--- config.mk ---
export PLATFORM = sky130hd
export DESIGN_NAME = board_port_arbiter
export DESIGN_NICKNAME = d
export VERILOG_FILES = /design/src/rtl/board_arb_pkg.sv /design/src/rtl/board_port_arbiter_starve_counter.sv /design/src/rtl/board_port_arbiter.sv
export SDC_FILE = /design/constraint.sdc
export NUM_CORES = 1
export LEC_CHECK = 0
export ABC_AREA = 1
export CORE_MARGIN = 1
export CORE_UTILIZATION = 30
export CTS_CLUSTER_DIAMETER = 60
export DETAILED_ROUTE_END_ITERATION = 6
export DONT_BUFFER_PORTS = 1
export PLACE_DENSITY = 0.48
export SETUP_SLACK_MARGIN = 0.02
export SLEW_MARGIN = 15
export SYNTH_ARGS = -nofsm -noshare
export SYNTH_HDL_FRONTEND = slang
export SYNTH_SLANG_ARGS = --single-unit
export TNS_END_PERCENT = 20
--- constraint.sdc ---
create_clock -name clock -period 1.8 [get_ports clock]
set_input_delay 0.27 -clock clock [delete_from_list [all_inputs] [get_ports clock]]
set_output_delay 0.27 -clock clock [all_outputs]
set_load 0.01 [all_outputs]
--- src/rtl/board_arb_pkg.sv ---
// board_arb_pkg: shared states, requester indices and default widths for the board port arbiter
package board_arb_pkg;
    typedef enum logic [1:0] {ARB, KB_LOCK, GS_LOCK} arb_state_t;
    localparam int REQ_VGA = 0;
    localparam int REQ_KB = 1;
    localparam int REQ_GS = 2;
    localparam int DEF_ADDR_W = 12;
    localparam int DEF_DATA_W = 32;
endpackage

--- src/rtl/board_port_arbiter_starve_counter.sv ---
// starve_counter: saturating wait counter that flags a writer waiting limit cycles
module starve_counter #(
    parameter int CNT_W = 7
) (
    input  logic             clock,
    input  logic             reset,
    input  logic             req,
    input  logic             ack,
    input  logic [CNT_W-1:0] limit,
    output logic             starved
);
    logic [CNT_W-1:0] count;
    // count waiting cycles, clear when served or when the request goes away
    always_ff @(posedge clock) begin
        if (reset || !req || ack)
            count <= '0;
        else if (count != limit)
            count <= count + 1'b1;
    end
    assign starved = req && (count == limit);
endmodule

--- src/rtl/board_port_arbiter.sv ---
// board_port_arbiter: registered, starvation-free scheduler for board memory port B
module board_port_arbiter
    import board_arb_pkg::*;
#(
    parameter int ADDR_W       = DEF_ADDR_W,
    parameter int DATA_W       = DEF_DATA_W,
    parameter int STARVE_LIMIT = 64,
    parameter int LOCK_MAX     = 16
) (
    input  logic              clock,
    input  logic              reset,
    input  logic              vga_req,
    input  logic [ADDR_W-1:0] vga_addr,
    output logic              vga_gnt,
    output logic              vga_rvalid,
    output logic [DATA_W-1:0] vga_rdata,
    input  logic              kb_req,
    input  logic [ADDR_W-1:0] kb_addr,
    input  logic [DATA_W-1:0] kb_wdata,
    input  logic              kb_lock,
    output logic              kb_ack,
    input  logic              gs_req,
    input  logic [ADDR_W-1:0] gs_addr,
    input  logic [DATA_W-1:0] gs_wdata,
    input  logic              gs_lock,
    output logic              gs_ack,
    output logic [ADDR_W-1:0] mem_addr,
    output logic [DATA_W-1:0] mem_wdata,
    output logic              mem_we,
    input  logic [DATA_W-1:0] mem_q,
    output logic              lock_err
);
    localparam int CNT_W = $clog2(STARVE_LIMIT + 1);
    localparam int LCK_W = $clog2(LOCK_MAX + 1);
    localparam logic [CNT_W-1:0] LIMIT = CNT_W'(STARVE_LIMIT);
    localparam logic [LCK_W-1:0] LOCK_LIMIT = LCK_W'(LOCK_MAX);

    arb_state_t state, next_state;
    logic [2:0] gnt;
    logic [LCK_W-1:0] lock_cnt;
    logic [1:0] rd_pipe;
    logic [DATA_W-1:0] rdata_q;
    logic rr, kb_starved, gs_starved, force_rel;

    starve_counter #(.CNT_W(CNT_W)) u_kb_wait (
        .clock(clock), .reset(reset), .req(kb_req), .ack(gnt[REQ_KB]),
        .limit(LIMIT), .starved(kb_starved)
    );
    starve_counter #(.CNT_W(CNT_W)) u_gs_wait (
        .clock(clock), .reset(reset), .req(gs_req), .ack(gnt[REQ_GS]),
        .limit(LIMIT), .starved(gs_starved)
    );

    // pick at most one requester this cycle and decide lock entry/exit
    always_comb begin
        gnt = '0;
        next_state = state;
        force_rel = 1'b0;
        case (state)
            ARB: begin
                if (kb_starved)
                    gnt[REQ_KB] = 1'b1;
                else if (gs_starved)
                    gnt[REQ_GS] = 1'b1;
                else if (vga_req)
                    gnt[REQ_VGA] = 1'b1;
                else if (kb_req && (!gs_req || !rr))
                    gnt[REQ_KB] = 1'b1;
                else if (gs_req)
                    gnt[REQ_GS] = 1'b1;
                next_state = (gnt[REQ_KB] && kb_lock) ? KB_LOCK :
                             (gnt[REQ_GS] && gs_lock) ? GS_LOCK : ARB;
            end
            KB_LOCK: begin
                force_rel = lock_cnt == LOCK_LIMIT;
                gnt[REQ_KB] = kb_req && !force_rel;
                next_state = (force_rel || (gnt[REQ_KB] && !kb_lock)) ? ARB : KB_LOCK;
            end
            GS_LOCK: begin
                force_rel = lock_cnt == LOCK_LIMIT;
                gnt[REQ_GS] = gs_req && !force_rel;
                next_state = (force_rel || (gnt[REQ_GS] && !gs_lock)) ? ARB : GS_LOCK;
            end
            default: next_state = ARB;
        endcase
    end

    assign vga_gnt = gnt[REQ_VGA];
    assign kb_ack = gnt[REQ_KB];
    assign gs_ack = gnt[REQ_GS];
    assign lock_err = force_rel;

    // scheduler state, round-robin pointer and lock duration (1 in the first locked cycle)
    always_ff @(posedge clock) begin
        if (reset) begin
            state <= ARB;
            rr <= 1'b0;
            lock_cnt <= '0;
        end else begin
            state <= next_state;
            rr <= rr ^ (gnt[REQ_KB] | gnt[REQ_GS]);
            lock_cnt <= (state == ARB) ? LCK_W'(1) : lock_cnt + 1'b1;
        end
    end

    // register the granted access onto port B; idle cycles keep address and data
    always_ff @(posedge clock) begin
        if (reset) begin
            mem_addr <= '0;
            mem_wdata <= '0;
            mem_we <= 1'b0;
        end else begin
            mem_we <= gnt[REQ_KB] | gnt[REQ_GS];
            if (|gnt)
                mem_addr <= gnt[REQ_KB] ? kb_addr : gnt[REQ_GS] ? gs_addr : vga_addr;
            if (gnt[REQ_KB] | gnt[REQ_GS])
                mem_wdata <= gnt[REQ_KB] ? kb_wdata : gs_wdata;
        end
    end

    // two-stage read-valid pipeline matching the synchronous memory latency
    always_ff @(posedge clock) begin
        if (reset) begin
            rd_pipe <= '0;
            rdata_q <= '0;
        end else begin
            rd_pipe <= {rd_pipe[0], gnt[REQ_VGA]};
            if (rd_pipe[1])
                rdata_q <= mem_q;
        end
    end

    assign vga_rvalid = rd_pipe[1];
    assign vga_rdata = rd_pipe[1] ? mem_q : rdata_q;
endmodule

==> impl_metrics.py <==
metrics = {
    "floorplan": {
        "die_width_um": 130,
        "die_area_sq_um": 16900,
        "row_count": 46,
        "coreArea_sq_um": 15900,
        "start_util": 0.307,
        "dieHeight_um": 130,
        "ios": 221,
    },
    "outcome": {
        "outcome": "finished with violations",
        "failed_checks": "negative setup slack",
    },
    "clock_network": {
        "clockBufferDepth": 2,
        "clock-sinks": 101,
        "root_buffer": "clkbuf_16",
        "cts.clk_slew.worst_paths_ns": 0.07,
        "h-tree-depth": 3,
        "clk_latency_ns": 0.35,
        "tritoncts.num_buffers": 9,
        "cts_tree": "yes",
    },
    "yosys": {
        "synth_seq_cells": 101,
        "synth_fp_nets": 880,
        "synth-adder-area-share": 0.0255,
        "synth_top_family_by_area": "simple AND/OR/NAND/NOR gates",
        "synth_edf_count": 0,
        "yosys-top-cells-area": "dfxtp_1 (41%), nand2_1 (19%), nand3_1 (7.0%)",
        "synth_simple_gate_area_share": 0.332,
        "synth-compound-area-share": 0.106,
        "ys_async_sr_fraction": 0,
        "synth_xor_area_frac": 0.00536,
        "syn_inst": 731,
        "yosysWarnings": 0,
        "synth_area_per_cell_sq_um": 6.71,
        "synth_top_area_share": 0.412,
        "seq_area_frac_synth": 0.412,
        "yosysTopAreaCell": "dfxtp_1",
        "ys_types": 29,
        "ys.flop_type": "dfxtp_1",
        "synth_mux_area_frac": 0,
        "syn_area_sq_um": 4900,
    },
    "finish": {
        "final_cell_mix": "nand2_1 (248), dfxtp_1 (97), nand3_1 (62)",
        "layout_commonest_cell": "nand2_1",
        "layout-drive-gt1-share": 0.207,
        "area_delta_synth_final_pct": 28.7,
        "layout.nets": 917,
        "final_util": 0.396,
    },
    "sta": {
        "fin_ws_ns": -0.147,
        "slew_headroom": 0.628,
        "finalSetupViolations": 54,
        "finalHoldViolCount": 0,
        "slew_viol_final": 0,
        "tightest_slew_ns": 0.558,
        "rsz0062_at_grt": "true",
        "period_minus_slack_ns": 1.95,
        "fin_worst_skew_ns": 0.00760,
        "finalSetupTns_ns": -5.49,
        "fmax_mhz": 514,
        "post-route-period-util": 1.08,
    },
    "critical_path": {
        "cp.buffers_inverters": 8,
        "cp_data_arrival_time_ns": 2.19,
        "crit_path_max_fanout": 6,
        "crit_required_ns": 2.04,
        "critPathLaunchType": "flop",
        "cpMaxStageDelayCell": "dfxtp_2",
        "slowest_delay_ns": 0.33,
        "path_common_cell": "inv_2",
        "crit_type": "reg2reg",
        "worstPathCellList": "inv_2 > ha_4 > inv_2 > nor2_2 > nand3_2 > inv_2 > nand2_2 > nand2_4 > buf_6 > a21oi_4 > buf_6 > buf_12 > clkbuf_16 > o211ai_1 > inv_2",
        "crit_path_end_kind": "flop",
        "critPathTopFamily": "buffers and inverters",
        "r2r_slack_ns": -0.15,
    },
    "detailed_routing": {
        "firstDrtPassIters": 4,
        "drc": 0,
        "viasPerCell": 4.65,
        "wire_per_inst_um": 14.7,
        "vias": 4606,
        "drt-initial-drc-count": 188,
        "wl_mm": 14.5,
        "ant_nets": 0,
    },
    "place": {
        "io_buffers": 0,
        "hpwl_mm": 9.89,
        "gp_congestion": 0.798,
    },
    "power_and_ir_drop": {
        "ir_drop_mv": 0.431,
        "p_leak_nw": 3.03,
        "cellPowerDensity_nw_per_um2": 933,
    },
    "grt": {
        "grt_max_degree": 38,
        "gr-total-overflow": 0,
        "grt_pass1_vias": 4293,
        "grt_pass1_wl_mm": 21.8,
        "track_usage": 0.169,
        "antenna_found_initial": 0,
    },
    "worst_hold_path": {
        "hold_class": "in2reg",
    },
    "job": {
        "cap_viol_max_count": 0,
    },
}
[logic make-up after synthesis]
| group | Yosys count |
|---|---|
| xor gates and xnor gates | 3 |
| adders and majority gates | 10 |
| buffers and inverters | 138 |
| AOI/OAI and AO/OA | 83 |
| and+or+nand+nor | 396 |
| DFF | 101 |
[report_power, final]
part	switching [mW]	internal, mW	total (mW)
clock	0.904	1.37	2.27
sequential	0.162	2.39	2.55
combinational	0.568	0.491	1.06
[per-stage QoR]
step	setup WS [ns]	total power, mW	cells	instance area, sq um	hold WS (ns)
finish	-0.147	5.88	990	6310	0.0664
global route	-0.268	6.20	989	6300	0.0671
CTS	-0.118	5.91	981	6140	0.0543
detailed placement	-0.0909	3.38	942	5290	0.346
global placement	-0.0615	3.37	942	5290	0.346
floorplan	0.0839	3.18	731	4900	0.388
[path summary, 6_finish.rpt]
path / end / start / cells after the start
setup / recovery: mem_wdata[11]$_SDFFE_PP0P_ / u_kb_wait.count[1]$_SDFFE_PP0P_ / 15
hold / removal: mem_wdata[7]$_SDFFE_PP0P_ / kb_wdata[7] / 2
setup reg to reg: mem_wdata[11]$_SDFFE_PP0P_ / u_kb_wait.count[1]$_SDFFE_PP0P_ / 15
hold reg to reg: rd_pipe[1]$_SDFF_PP0_ / rd_pipe[0]$_SDFF_PP0_ / 2
[per-layer routing]
metal | vias to the layer above | wire (um) | global-route usage
met5 | - | 0 | 0
met4 | 0 | 98 | 0.0534
met3 | 7 | 1210 | 0.0611
met2 | 159 | 7230 | 0.292
met1 | 2083 | 6010 | 0.194
li1 | 2357 | - | -
[state kept, by name, summed over array words and instances (netlist names)]
register,flops
lock_cnt,5
rr,1
rd_pipe,2
u_gs_wait.count,7
rdata_q,32
u_kb_wait.count,7
mem_addr,12
mem_wdata,32
mem_we,1
state,2
[final cells by class]
type / count / area [sq um]
Fill cell: 1677 / 9640
Multi-Input combinational cell: 492 / 2450
Sequential cell: 101 / 2030
Timing Repair Buffer: 63 / 825
Inverter: 101 / 382
Tap cell: 216 / 270
Clock buffer: 9 / 225
Clock inverter: 7 / 121
Antenna cell: 1 / 2.50
[synthesized netlist by cell type (2+ instances only)]
cell type	instances
nand2_1	254
dfxtp_1	101
nand3_1	69
inv_1	68
nor2_1	55
a21oi_1	43
inv_2	33
o211ai_1	32
clkbuf_1	15
buf_2	12
ha_1	10
buf_6	5
nand2_2	4
or2_2	4
buf_4	3
nor3_1	3
xnor2_1	3
a211oi_1	2
buf_1	2
nand3_2	2
nor2_2	2
o21ai_1	2
[repair_timing]
| action | in CTS | in global routing |
|---|---|---|
| hold buffers | 1 | 0 |
| cloned | 6 | 4 |
| endpoints found under the hold margin | 37 | 0 |
| gates resized for setup | 52 | 10 |
| setup buffers | 16 | 4 |
| endpoints found under the setup margin | 53 | 60 |
| pin swaps | 14 | 16 |
Power figures use the tool's default switching activity.
